===== src/rtl/julia_pixel_writer.sv =====
// rtl/julia_pixel_writer.sv - Julia pixel stream to Avalon-MM frame-buffer writer
// Accepted pixels are buffered in a FIFO and drained as single-beat master writes.
module julia_pixel_writer #(
  parameter int                             MASTER_ADDRESSWIDTH = 32,
  parameter int                             DATAWIDTH           = 32,
  parameter int                             FIFO_DEPTH          = 16,
  parameter logic [MASTER_ADDRESSWIDTH-1:0] BASE_ADDR           = 32'h08000000,
  parameter int                             NUM_PIXELS          = 307200,
  parameter int                             IDXWIDTH            = 19
) (
  input  logic                           clk,
  input  logic                           reset,
  input  logic                           start,
  input  logic                           pix_valid,
  input  logic [IDXWIDTH-1:0]            pix_index,
  input  logic [DATAWIDTH-1:0]           pix_data,
  output logic                           pix_ready,
  output logic [MASTER_ADDRESSWIDTH-1:0] master_address,
  output logic [DATAWIDTH-1:0]           master_writedata,
  output logic                           master_write,
  input  logic                           master_waitrequest,
  output logic                           busy,
  output logic                           frame_done,
  output logic                           err_range,
  output logic [IDXWIDTH:0]              pix_count
);

  localparam int                AW      = $clog2(FIFO_DEPTH);
  localparam logic [IDXWIDTH:0] NUM_PIX = (IDXWIDTH+1)'(NUM_PIXELS);
  localparam logic [AW:0]       PTR_ONE = 1;
  localparam logic [IDXWIDTH:0] CNT_ONE = 1;

  typedef enum logic [1:0] {IDLE, RUN, DRAIN, DONE} state_t;

  state_t state, state_nxt;

  logic [AW:0]                    wr_ptr, rd_ptr;
  logic [MASTER_ADDRESSWIDTH-1:0] addr_mem [FIFO_DEPTH];
  logic [DATAWIDTH-1:0]           data_mem [FIFO_DEPTH];
  logic [MASTER_ADDRESSWIDTH-1:0] last_addr;
  logic [DATAWIDTH-1:0]           last_data;
  logic [MASTER_ADDRESSWIDTH-1:0] push_addr;

  logic fifo_empty, fifo_full;
  logic arm, accept, in_range, push, pop;

  // Extra pointer bit distinguishes full from empty when the indices match.
  assign fifo_empty = (wr_ptr == rd_ptr);
  assign fifo_full  = (wr_ptr[AW] != rd_ptr[AW]) && (wr_ptr[AW-1:0] == rd_ptr[AW-1:0]);

  assign arm       = (state == IDLE) && start;
  assign accept    = pix_valid && pix_ready;
  assign in_range  = ({1'b0, pix_index} < NUM_PIX);
  assign push      = accept && in_range;
  assign pop       = !fifo_empty && !master_waitrequest;
  assign push_addr = BASE_ADDR + (MASTER_ADDRESSWIDTH'(pix_index) << 2);

  always_comb begin
    state_nxt  = state;
    pix_ready  = 1'b0;
    busy       = (state != IDLE);
    frame_done = 1'b0;
    case (state)
      IDLE: if (start) state_nxt = RUN;
      RUN: begin
        pix_ready = !fifo_full && (pix_count < NUM_PIX);
        if (pix_count >= NUM_PIX) state_nxt = DRAIN;
      end
      DRAIN: if (fifo_empty) state_nxt = DONE;
      DONE: begin
        frame_done = 1'b1;
        state_nxt  = IDLE;
      end
      default: state_nxt = IDLE;
    endcase
  end

  always_ff @(posedge clk) begin
    if (reset) begin
      state     <= IDLE;
      wr_ptr    <= '0;
      rd_ptr    <= '0;
      pix_count <= '0;
      err_range <= 1'b0;
      last_addr <= '0;
      last_data <= '0;
    end else begin
      state <= state_nxt;
      if (arm) begin
        wr_ptr    <= '0;
        rd_ptr    <= '0;
        pix_count <= '0;
        err_range <= 1'b0;
      end else begin
        if (push) wr_ptr <= wr_ptr + PTR_ONE;
        if (pop) rd_ptr <= rd_ptr + PTR_ONE;
        if (accept) pix_count <= pix_count + CNT_ONE;
        if (accept && !in_range) err_range <= 1'b1;
      end
      // Remember the last written beat so the bus holds it while the FIFO is empty.
      if (pop) begin
        last_addr <= addr_mem[rd_ptr[AW-1:0]];
        last_data <= data_mem[rd_ptr[AW-1:0]];
      end
    end
  end

  always_ff @(posedge clk) begin
    if (push) begin
      addr_mem[wr_ptr[AW-1:0]] <= push_addr;
      data_mem[wr_ptr[AW-1:0]] <= pix_data;
    end
  end

  assign master_write     = !fifo_empty;
  assign master_address   = fifo_empty ? last_addr : addr_mem[rd_ptr[AW-1:0]];
  assign master_writedata = fifo_empty ? last_data : data_mem[rd_ptr[AW-1:0]];

endmodule


===== config.mk =====
export PLATFORM = sky130hd
export DESIGN_NAME = julia_pixel_writer
export DESIGN_NICKNAME = d
export VERILOG_FILES = /design/src/rtl/julia_pixel_writer.sv
export SDC_FILE = /design/constraint.sdc
export NUM_CORES = 1
export LEC_CHECK = 0
export CORE_ASPECT_RATIO = 1.2
export CORE_MARGIN = 2
export CORE_UTILIZATION = 65
export DETAILED_ROUTE_END_ITERATION = 7
export GPL_ROUTABILITY_DRIVEN = 1
export PLACE_DENSITY = 0.85
export RECOVER_POWER = 50
export SETUP_SLACK_MARGIN = 0.3
export SYNTH_ARGS = -nofsm -noshare
export SYNTH_HDL_FRONTEND = slang
export SYNTH_SLANG_ARGS = --single-unit

===== constraint.sdc =====
create_clock -name clk -period 14.35 [get_ports clk]
set_clock_uncertainty 0.2 [all_clocks]
set_input_delay 2.1525 -clock clk [delete_from_list [all_inputs] [get_ports clk]]
set_output_delay 2.1525 -clock clk [all_outputs]
set_load 0.03 [all_outputs]

# Word-level counts from Yosys, hierarchy flattened
# Memories as Yosys holds them, arrays and structs flattened. A register that Yosys moved wholly into a read port is not among the register bits.
# Cells that the tools add are included.
# word_totals
reg_bits,97
ramBits,976
wordCells,54
n_memories,2
# op_classes
n_addsub,4
order_cmp,3
n_eq_ne,9
mux,14
n_reduce_logical,15
# memory_table
name,depth,width,rd,rd_ports_with_merged_regs,write_ports,line_no,text
data_mem,16,32,1,1,1,39,logic [DATAWIDTH-1:0] data_mem [FIFO_DEPTH];
addr_mem,16,29,1,1,1,38,logic [MASTER_ADDRESSWIDTH-1:0] addr_mem [FIFO_DEPTH];
# ops
cell,n
$mux 32,2
$add 28x21->29 const A,1
$add 20x1->20 const B,1
$ge 20x19->1 const B,1
$lt 20x19->1 const B,1
$lt 19x19->1 const B,1
$mux 4,4
$add 5x1->5 const B,2
$pmux 2 s4,1
$logic_and 1x1->1,7
$mux 2,3
$ne 2x2->1 const B,3
$eq 5x5->1,1
$eq 2x2->1 const B,2
$eq 4x4->1,1
$logic_not 1->1,4
$mux 1,4
$reduce_and 3->1,1
$eq 2x1->1 const B,1
$logic_not 2->1,1
$reduce_bool 2->1,1
$reduce_or 2->1,1
$ne 1x1->1,1

# Longest topological paths before layout
# depth
ltp_word,9
mapped_depth,8
mapped_depth_nobuf,6

# Least setup slack after synthesis
# OpenSTA, ideal clock, no wires.
# synth_path
kind,input-to-reg
start,input port pix_index[14]
end,memory addr_mem[3][10] in the netlist's numbering (enable)
setup_time_ns,0.522
arrival_ns,6.707
required_time_ns,13.628
path_slack_ns,6.921
path_stages,5
n_path_buf,0
path_cell_list,a211oi_1 -> a21boi_0 -> a2111oi_4 -> nand2_1 -> nor3_1
# synth_via
elab_chain_len,4
# synth_rtl
item,line_no,text
start: declaration,15,"input logic [IDXWIDTH-1:0] pix_index,"
$lt 19x19->1,53,"assign in_range = ({1'b0, pix_index} < NUM_PIX);"
$logic_and 1x1->1,54,assign push = accept && in_range;
$mux 1,109,if (push) begin
$mux 1 (implied by the code),110,addr_mem[wr_ptr[AW-1:0]] <= push_addr;
end: declaration,38,
# No other way between the ends.

==> flow_summary.toml <==
[route]
dr.first_iter.drc_count = 3022
viasPerCell = 7.05
postRouteWirelength_um = 86000
drt_pass1_iterations = 6
via_count = 18400
drc_errors = 0
detail_route.wl_per_cell_um = 33.0
antenna_violating_nets_post_route = 0

[setup_path]
path_max_fanout = 120
crit_required_ns = 12.00
crit_path_top_delay_cell = "sky130_fd_sc_hd__buf_4"
worst_path_largest_cell_delay_ns = 0.85
cell_by_cell_listing_of_the_critical_path = "buf_12 > buf_4 > mux4_2 > a22oi_1 > nand2_1 > mux2_2 > clkdlybuf4s50_1"
r2r_cells = 6
criticalPathCategory = "reg2out"
cp-end-kind = "output pin"
critPathLaunchType = "flop"
worstPathArrival_ns = 4.70

[clocking]
cts_setup_buffers = 0
cts-resized-gates = 0
clkTransAtPathRegs_ns = 0.06
cts_sinks = 905
clk_path_buf_depth = 3
hold_bufs_inserted_after_cts = 0
cts_tree = "built"
number_of_h_tree_branching_levels = 3
cts_buffers = 82
clock_insertion_delay_worst_skew_ns = 0.63
root_buf_cell = "sky130_fd_sc_hd__clkbuf_16"

[layout]
design_area_sq_um = 39300
final_layout_size_suffix_gt1_share_pct = 22.2
syn2layout_area_growth_pct = 13.5
finish.net_count = 1891

[yosys]
synth.ff_latch_count = 905
syn-mean-instance-area_sq_um = 20.7
ys_seq_area_share_pct = 75.9
synth-main-ff-cell = "sky130_fd_sc_hd__edfxtp_1"
async_reset_ff_share_pct = 0
synth-edff-count = 816
number_of_unique_standard_cell_types_used_by_synthesis = 47
yosys_warnings = 0
post_syn_area_sq_um = 34600
number_of_standard_cells_after_synthesis = 1673

[flow_run]
cap_viol_max_count = 2

[timing]
hold_viol_final = 0
achievable-frequency_mhz = 142
rsz0062_at_grt = "false"
tns_ns = 0
post-route-period-util_pct = 49.1
max_slew.worst_pin.slew_ns = 3.82
timing.slew.headroom_pct = -155
timing_max_transition_violations_final = 55
finalCriticalPeriod_ns = 7.05
timing.final.setup_violations = 0

[placed_design]
dp_hpwl_um = 39400
detailed_place.area_sq_um = 36800
buffer_ports.inserted = 132
routabilityCongestion = 0.789

[pwr]
vdd_ir_drop_max_uv = 109
report.power.total_mw = 5.46
p_leak_nw = 12.3
power.density_nw_per_um2 = 139

[global_route]
globalRouteOverflowTotal = 0
grt_start_max_net_pins = 121
grt.total_usage_pct = 31.7
grt_pass1_wl_um = 126000
number_of_global_route_vias_before_repair = 19200
antenna_found_initial = 8

[floorplan]
num_rows = 92
initial_core_util_pct = 65.8
dieArea_sq_um = 55100
core_area_sq_um = 52600
die_w_um = 215
ioPinCount = 145
chipHeight_um = 257

[hold_path]
holdCritPathClass = "reg2reg"
min_delay_path_depth = 1

[status]
status = "finished, violations left"
violations = "max-capacitance violations, max-slew violations"
==> layout make-up <==
cell class                 instances  area, sq um
inverter                          16         60.1
timing repair buffer             160         1540
sequential                       905        26300
antenna                            9         22.5
multi-input combinational        658         7960
fill                            2662        13300
tap                              705          882
clock buffer                     120         2310
clock inverter                    31          224
==> layout by cell type (no fill, tap or decap), types with 16 or more instances in the layout <==
| cell | n |
|---|---|
| sky130_fd_sc_hd__edfxtp_1 | 816 |
| sky130_fd_sc_hd__mux4_2 | 204 |
| sky130_fd_sc_hd__a22oi_1 | 102 |
| sky130_fd_sc_hd__dfxtp_1 | 87 |
| sky130_fd_sc_hd__clkbuf_16 | 85 |
| sky130_fd_sc_hd__nand2_1 | 75 |
| sky130_fd_sc_hd__dlygate4sd3_1 | 72 |
| sky130_fd_sc_hd__clkdlybuf4s50_1 | 60 |
| sky130_fd_sc_hd__mux2_2 | 51 |
| sky130_fd_sc_hd__a22o_1 | 51 |
| sky130_fd_sc_hd__clkbuf_1 | 31 |
| sky130_fd_sc_hd__buf_4 | 26 |
| sky130_fd_sc_hd__nor2_1 | 18 |
| sky130_fd_sc_hd__a21oi_1 | 16 |
==> synthesized netlist by cell type, types with 3 or more instances <==
master / number / area share [%]
sky130_fd_sc_hd__o21ai_0: 6 / 0.087
sky130_fd_sc_hd__mux2_2: 51 / 1.7
sky130_fd_sc_hd__nand2_1: 76 / 0.82
sky130_fd_sc_hd__buf_1: 10 / 0.11
sky130_fd_sc_hd__nand3_1: 8 / 0.12
sky130_fd_sc_hd__a31o_2: 3 / 0.076
sky130_fd_sc_hd__a21oi_1: 15 / 0.22
sky130_fd_sc_hd__or3_1: 3 / 0.054
sky130_fd_sc_hd__nor2_1: 31 / 0.34
sky130_fd_sc_hd__inv_1: 16 / 0.17
sky130_fd_sc_hd__dfxtp_1: 89 / 5.1
sky130_fd_sc_hd__edfxtp_1: 816 / 71
sky130_fd_sc_hd__nor3_1: 7 / 0.10
sky130_fd_sc_hd__ha_1: 12 / 0.43
sky130_fd_sc_hd__nand4_1: 7 / 0.13
sky130_fd_sc_hd__a21o_1: 4 / 0.087
sky130_fd_sc_hd__mux2i_1: 6 / 0.17
sky130_fd_sc_hd__xnor2_1: 12 / 0.30
sky130_fd_sc_hd__nand2b_1: 7 / 0.13
sky130_fd_sc_hd__buf_2: 28 / 0.40
sky130_fd_sc_hd__clkbuf_1: 54 / 0.59
sky130_fd_sc_hd__nor2b_1: 3 / 0.054
sky130_fd_sc_hd__a22oi_1: 102 / 2.2
sky130_fd_sc_hd__o211ai_1: 3 / 0.065
sky130_fd_sc_hd__or4_1: 4 / 0.087
sky130_fd_sc_hd__a211oi_1: 5 / 0.11
sky130_fd_sc_hd__mux4_2: 204 / 13
sky130_fd_sc_hd__a22o_1: 51 / 1.3
sky130_fd_sc_hd__buf_4: 12 / 0.26
sky130_fd_sc_hd__o21a_1: 3 / 0.065
sky130_fd_sc_hd__and3_1: 3 / 0.054
==> kinds of logic (layout without fill, tap and decap cells) <==
kind of cell,Yosys count,in the layout,synth area share (%)
AO/OA/AOI/OAI,202,202,4.56
XOR/XNOR,14,14,0.354
adder cells (fa/ha/maj),12,12,0.434
buffers and inverters,121,327,1.56
flip-flops,905,905,75.9
multiplexers,261,261,15.1
other,1,21,0.0108
AND/OR/NAND/NOR,157,157,2.06
==> registers in the layout (all words and copies together), names as in the netlist, named ones only <==
name,count
wr_ptr,5
rd_ptr,5
err_range,1
addr_mem,304
last_data,32
data_mem,512
last_addr,20
pix_count,20
state,2
==> per-stage QoR <==
step	hold WS [ns]	utilization (%)	setup WS, ns	cells
after global routing	0.293	74.7	7.07	2600
after floorplan	0.234	-	6.92	1684
after global placement	0.257	69.9	7.83	2444
final	0.276	74.7	7.30	2604
after detailed placement	0.260	69.9	7.73	2444
after CTS	0.279	74.7	7.26	2595
==> metal layers <==
metal  global-route usage, %  share of wire (%)
met5                       0              0.015
met4                    15.2                3.8
met3                    5.72                 11
met2                    52.3                 51
met1                    41.7                 34
==> final timing paths <==
check | from | endpoint | slack, ns
min reg2reg | last_addr[20] | last_addr[20] | 0.28
max | flop | master_writedata[5] | 7.30
min | last_addr[20] | last_addr[20] | 0.28
max reg2reg | wr_ptr[3] | last_data[3] | 8.50
==> critical path: cells and delay by family (launching register included) <==
family	cells	cell delay, ns
multiplexers	2	0.96
AND/OR/NAND/NOR	1	0.13
buffers and inverters	3	2.06
flip-flops	1	0.35
AO/OA/AOI/OAI	1	0.23
==> report_power, final <==
| part | total (mW) | internal, mW | leakage [nW] | switching [mW] |
|---|---|---|---|---|
| clock | 2.12 | 1.17 | 1.24 | 0.947 |
| sequential | 2.92 | 2.90 | 8.06 | 0.0150 |
| combinational | 0.423 | 0.169 | 2.99 | 0.254 |
(Power assumes the default switching activity.)
